`src/rtl/i2s_adc_rx_if.sv`:
```
// Signal bundle between the external I2S ADC pins and the receiver front end.
// The master side drives the serial pins; the slave side is the deserializer.
interface i2s_adc_rx_if #(
    parameter int DATA_W = 24
) ();
    logic              sck_i;
    logic              ws_i;
    logic              sd_i;
    logic [DATA_W-1:0] signal;
    logic              signal_en;
    logic              frame_err;

    modport master (
        output sck_i, ws_i, sd_i,
        input  signal, signal_en, frame_err
    );

    modport slave (
        input  sck_i, ws_i, sd_i,
        output signal, signal_en, frame_err
    );
endinterface

```
`src/rtl/i2s_adc_rx.sv`:
```
// I2S receiver: oversamples the ADC bit clock in the system clock domain and
// deserializes one channel into a DATA_W-bit word with a one-cycle strobe.
module i2s_adc_rx #(
    parameter int DATA_W  = 24,
    parameter int SLOT_W  = 32,
    parameter int CHANNEL = 0
) (
    input  logic         clk,
    input  logic         reset,
    i2s_adc_rx_if.slave  bus
);
    localparam int               CNT_W    = $clog2(SLOT_W + 3);
    localparam logic [CNT_W-1:0] CNT_ONE  = CNT_W'(1);
    localparam logic [CNT_W-1:0] CNT_DATA = CNT_W'(DATA_W);
    localparam logic [CNT_W-1:0] CNT_MAX  = CNT_W'(SLOT_W + 1);
    localparam logic             CH_WS    = 1'(CHANNEL);

    typedef enum logic [1:0] {IDLE, DELAY, SHIFT, SKIP} state_t;

    state_t            state_q, state_d;
    logic              sck_meta_q, sck_sync_q, sck_prev_q;
    logic              ws_meta_q, ws_sync_q, ws_prev_q, ws_prev_d;
    logic              sd_meta_q, sd_sync_q;
    logic [DATA_W-2:0] shift_q, shift_d;
    logic [CNT_W-1:0]  cnt_q, cnt_d;
    logic [DATA_W-1:0] signal_q, signal_d;
    logic              signal_en_q, signal_en_d;
    logic              frame_err_q, frame_err_d;

    logic              sample_evt;
    logic              ws_edge;
    logic              enter_sel;
    logic [DATA_W-1:0] shift_in;
    logic [CNT_W-1:0]  cnt_inc;

    // A ws edge that lands outside IDLE is re-used as an IDLE entry on the
    // same sample event, so a slot boundary is never lost to error recovery.
    always_comb begin
        sample_evt  = sck_sync_q & ~sck_prev_q;
        ws_edge     = sample_evt & (ws_sync_q != ws_prev_q);
        enter_sel   = (ws_sync_q == CH_WS);
        shift_in    = {shift_q, sd_sync_q};
        cnt_inc     = cnt_q + CNT_ONE;

        state_d     = state_q;
        shift_d     = shift_q;
        cnt_d       = cnt_q;
        signal_d    = signal_q;
        signal_en_d = 1'b0;
        frame_err_d = 1'b0;
        ws_prev_d   = sample_evt ? ws_sync_q : ws_prev_q;

        if (sample_evt) begin
            case (state_q)
                IDLE: begin
                    if (ws_edge && enter_sel) state_d = DELAY;
                end
                DELAY: begin
                    shift_d = shift_in[DATA_W-2:0];
                    cnt_d   = CNT_ONE;
                    state_d = SHIFT;
                end
                SHIFT: begin
                    if (ws_edge) begin
                        frame_err_d = 1'b1;
                        state_d     = enter_sel ? DELAY : IDLE;
                    end else begin
                        shift_d = shift_in[DATA_W-2:0];
                        cnt_d   = cnt_inc;
                        if (cnt_inc == CNT_DATA) begin
                            signal_d    = shift_in;
                            signal_en_d = 1'b1;
                            state_d     = SKIP;
                        end
                    end
                end
                SKIP: begin
                    // Padding bits are only counted; a lost ws edge trips the limit.
                    if (ws_edge) begin
                        state_d = enter_sel ? DELAY : IDLE;
                    end else if (cnt_q >= CNT_MAX) begin
                        frame_err_d = 1'b1;
                        state_d     = IDLE;
                    end else begin
                        cnt_d = cnt_inc;
                    end
                end
                default: state_d = IDLE;
            endcase
        end
    end

    always_ff @(posedge clk or negedge reset) begin
        if (!reset) begin
            sck_meta_q  <= 1'b0;
            sck_sync_q  <= 1'b0;
            sck_prev_q  <= 1'b0;
            ws_meta_q   <= 1'b0;
            ws_sync_q   <= 1'b0;
            ws_prev_q   <= 1'b0;
            sd_meta_q   <= 1'b0;
            sd_sync_q   <= 1'b0;
            shift_q     <= '0;
            cnt_q       <= '0;
            state_q     <= IDLE;
            signal_q    <= '0;
            signal_en_q <= 1'b0;
            frame_err_q <= 1'b0;
        end else begin
            sck_meta_q  <= bus.sck_i;
            sck_sync_q  <= sck_meta_q;
            sck_prev_q  <= sck_sync_q;
            ws_meta_q   <= bus.ws_i;
            ws_sync_q   <= ws_meta_q;
            ws_prev_q   <= ws_prev_d;
            sd_meta_q   <= bus.sd_i;
            sd_sync_q   <= sd_meta_q;
            shift_q     <= shift_d;
            cnt_q       <= cnt_d;
            state_q     <= state_d;
            signal_q    <= signal_d;
            signal_en_q <= signal_en_d;
            frame_err_q <= frame_err_d;
        end
    end

    assign bus.signal    = signal_q;
    assign bus.signal_en = signal_en_q;
    assign bus.frame_err = frame_err_q;
endmodule
```
`src/flat_wrapper.sv`:
```
// flat-port wrapper written by rule: the top's interface ports become plain ports
module i2s_adc_rx_flat 
#(
    parameter int DATA_W  = 24,
    parameter int SLOT_W  = 32,
    parameter int CHANNEL = 0
)
  (clk, reset, bus_sck_i, bus_ws_i, bus_sd_i, bus_signal, bus_signal_en, bus_frame_err);
  i2s_adc_rx_if #(.DATA_W(DATA_W)) bus_i ();
  input  logic clk;
  input  logic reset;
  input wire logic [$bits(bus_i.sck_i)-1:0] bus_sck_i;
  input wire logic [$bits(bus_i.ws_i)-1:0] bus_ws_i;
  input wire logic [$bits(bus_i.sd_i)-1:0] bus_sd_i;
  output wire logic [$bits(bus_i.signal)-1:0] bus_signal;
  output wire logic [$bits(bus_i.signal_en)-1:0] bus_signal_en;
  output wire logic [$bits(bus_i.frame_err)-1:0] bus_frame_err;
  assign bus_i.sck_i = bus_sck_i;
  assign bus_i.ws_i = bus_ws_i;
  assign bus_i.sd_i = bus_sd_i;
  assign bus_signal = bus_i.signal;
  assign bus_signal_en = bus_i.signal_en;
  assign bus_frame_err = bus_i.frame_err;
  i2s_adc_rx #(.DATA_W(DATA_W), .SLOT_W(SLOT_W), .CHANNEL(CHANNEL)) u_core (.clk(clk), .reset(reset), .bus(bus_i));
endmodule
```
`config.mk`:
```
export PLATFORM = sky130hd
export DESIGN_NAME = i2s_adc_rx_flat
export DESIGN_NICKNAME = d
export VERILOG_FILES = /design/src/rtl/i2s_adc_rx_if.sv /design/src/rtl/i2s_adc_rx.sv /design/src/flat_wrapper.sv
export SDC_FILE = /design/constraint.sdc
export NUM_CORES = 1
export LEC_CHECK = 0
export ABC_AREA = 1
export CORE_MARGIN = 3
export CORE_UTILIZATION = 50
export CTS_CLUSTER_DIAMETER = 100
export CTS_CLUSTER_SIZE = 24
export DETAILED_ROUTE_END_ITERATION = 8
export PLACE_DENSITY = 0.72
export SLEW_MARGIN = 20
export SYNTH_ARGS = -nofsm -noshare
export SYNTH_HDL_FRONTEND = slang
export SYNTH_SLANG_ARGS = --single-unit
```
`constraint.sdc`:
```
create_clock -name clk -period 4 [get_ports clk]
set_input_delay 0.6 -clock clk [delete_from_list [all_inputs] [get_ports clk]]
set_output_delay 0.6 -clock clk [all_outputs]
set_load 0.05 [all_outputs]
```
==> impl_metrics.yaml <==
layout:
  drive_gt1_share_pct: 9.275
  syn2layout_area_growth_pct: 19.30
  fin_util_pct: 63.07
  num_antenna_cells: 0
  nNetsFinal: 349
  instances_no_fill: 415
timing:
  fin_crit_ns: 2.446
  rsz0062_at_grt: "no"
  final-setup-viol-count: 0
  clock_skew_ns: 0.008753
  fin_crit_sh_pct: 61.15
  fin_hold_ws_ns: 0.2595
  setup_tns_ns: 0
  tightestPinTransition_ns: 0.6247
  maxSlewHeadroom_pct: 58.25
  finalMaxSlewViolations: 0
  fmax_mhz: 408.9
  hold_violations: 0
placed_design:
  portBuffers: 30
  place.gp.congestion: 0.8473
  dpl.cell_count: 399
  dp_hpwl_um: 3399
die:
  initial_utilization_pct: 52.87
  chipWidth_um: 80.42
  die-area_um2: 6467
  die_h_um: 80.42
  core_area_um2: 5238
  fp-row-count: 26
  ios: 31
yosys:
  synth_edf_count: 0
  ys_seq_area_share_pct: 58.74
  ys_types: 24
  synth_ff_type: "dfrtp_1"
  synth_area_leaders: "dfrtp_1, nand2_1, o21ai_0"
  synth_common_cells: "nand2_1, dfrtp_1, o21ai_0"
  yosysMostFrequentCell: "nand2_1"
  avgSynthCellArea_um2: 8.903
  synth_nets: 320
  synth.largest_area_cell: "dfrtp_1"
  synthCells: 311
  synth-async-reset-ratio_pct: 100.0
  synth_top_area_share_pct: 58.74
  yosys_warnings: 0
  netlist_area_um2: 2769
  synth_seq_cells: 65
clocking:
  clkLatencyLatePin_ns: 0.34
  numCtsBuffers: 9
  clk_pin_slew_ns: 0.07
  postCtsResizedCells: 0
  clock_path_buffers: 2
  cts_root_buf: "clkbuf_8"
  cts_sinks: 65
  post_cts_buffers: 0
  cts_tree: "done"
  ctsHoldBuffers: 0
  h-tree-depth: 3
global_route:
  grt_pass1_wl_um: 9252
  grt_remaining_overflow: 0
  antenna_found_initial: 0
  grt_max_degree: 48
  track_usage_pct: 18.65
  grt_pass1_vias: 2118
run_status:
  status: "finished, final reports clean"
critical_path:
  path_class: "register to register"
  startpoint_type: "register"
  cp-end-kind: "register"
  required_ns: 4.25
  cp_max_fo: 28
  cp.arrival_ns: 2.70
routing:
  postRouteAntennaNets: 0
  firstDrtPassIters: 4
  first_iter_violations: 113
  wl_um: 5166
  drc: 0
  wl_per_cell_um: 12.45
  dr_total_vias: 2124
  viasPerCell: 5.118
run:
  maxCapViolCount: 0
pwr:
  total_leakage_power_nw: 1.707
  ir_drop_mv: 0.3389
  powerDensity_nw_per_um2: 507.9
hold_path:
  hold_path_class: "input pin to asynchronous set/reset pin"
state kept, by name (all words and copies together) (netlist names), 2 cells and up:
register / cells
u_core.cnt_q: 6
u_core.shift_q: 23
u_core.state_q: 2
u_core.bus.signal: 24
logic make-up after synthesis:
| logic type | count (synthesis) | share of synthesized area [%] |
|---|---|---|
| DFF | 65 | 58.74 |
| adders and majority gates | 4 | 1.808 |
| AOI/OAI and AO/OA | 41 | 7.501 |
| buffers and inverters | 31 | 5.106 |
| and+or+nand+nor | 170 | 26.84 |
metal layers:
metal  share of wire, %  track usage, %
met4                2.3           10.98
met5                  0               0
met2                 46           28.73
met1                 48           24.26
met3                4.1           3.924
cells in the final DEF (no fill, tap or decap):
cell type and instances:
nand2_1 117, dfrtp_1 65, o21ai_0 33, clkdlybuf4s50_1 29, nand3_1 26, inv_1 14, nor2_1 12, clkbuf_8 12
inv_2 4, o21ai_1 4, ha_1 4, nand4_1 3, a21oi_1 3, nor2_2 2, nor2_4 2, nand2_4 2
nand2_2 2, clkinvlp_4 2, buf_4 2, a211oi_1 1, nand3b_1 1, nor2_8 1, or2_2 1, nand2b_1 1
bufinv_16 1, clkinv_2 1
final timing paths:
| path | from | endpoint | slack (ns) | cells past startpoint |
|---|---|---|---|---|
| max | u_core.sck_prev_q$_DFF_PN0_ | u_core.shift_q[4]$_DFFE_PN0P_ | 1.55 | 7 |
| min | reset | u_core.cnt_q[5]$_DFFE_PN0P_ | 0.26 | 1 |
| max reg2reg | u_core.sck_prev_q$_DFF_PN0_ | u_core.shift_q[4]$_DFFE_PN0P_ | 1.55 | 7 |
| min reg2reg | u_core.ws_meta_q$_DFF_PN0_ | u_core.ws_sync_q$_DFF_PN0_ | 0.35 | 0 |
| max in group asynchronous | reset | u_core.sd_sync_q$_DFF_PN0_ | 3.07 | 2 |
| min in group clk | u_core.ws_meta_q$_DFF_PN0_ | u_core.ws_sync_q$_DFF_PN0_ | 0.35 | 0 |
power breakdown:
group	total (mW)	internal, mW	switching [mW]
logic	0.272	0.0838	0.189
clock network	0.579	0.338	0.242
registers	0.826	0.742	0.0842
total	1.68	1.16	0.515
stage by stage:
| step | power, mW | instance area [um2] | setup slack [ns] |
|---|---|---|---|
| 3_3_place_gp | 1.095 | 3085 | 1.670 |
| 6_report | 1.678 | 3303 | 1.554 |
| 3_5_place_dp | 1.109 | 3085 | 1.573 |
| 2_1_floorplan | 1.038 | 2769 | 2.411 |
| 4_1_cts | 1.691 | 3301 | 1.543 |
| 5_1_grt | 1.778 | 3303 | 1.198 |
worst max-delay path: stages, from the launching register on:
cell	delay [ns]
dfrtp_1	0.40
nor2_4	0.50
nand2_1	0.21
nand2_2	0.12
nand2_1	0.38
nand2_2	0.53
nor2_1	0.08
a21oi_1	0.13
final cells by class:
class	count	area, um2
inverter	18	67.56
clock inverter	4	50.05
timing repair buffer	31	305.3
fill	450	1934
clock buffer	12	165.2
multi-input combinational	215	1001
tap	70	87.58
sequential	65	1627
Power figures use the tool's default switching activity.
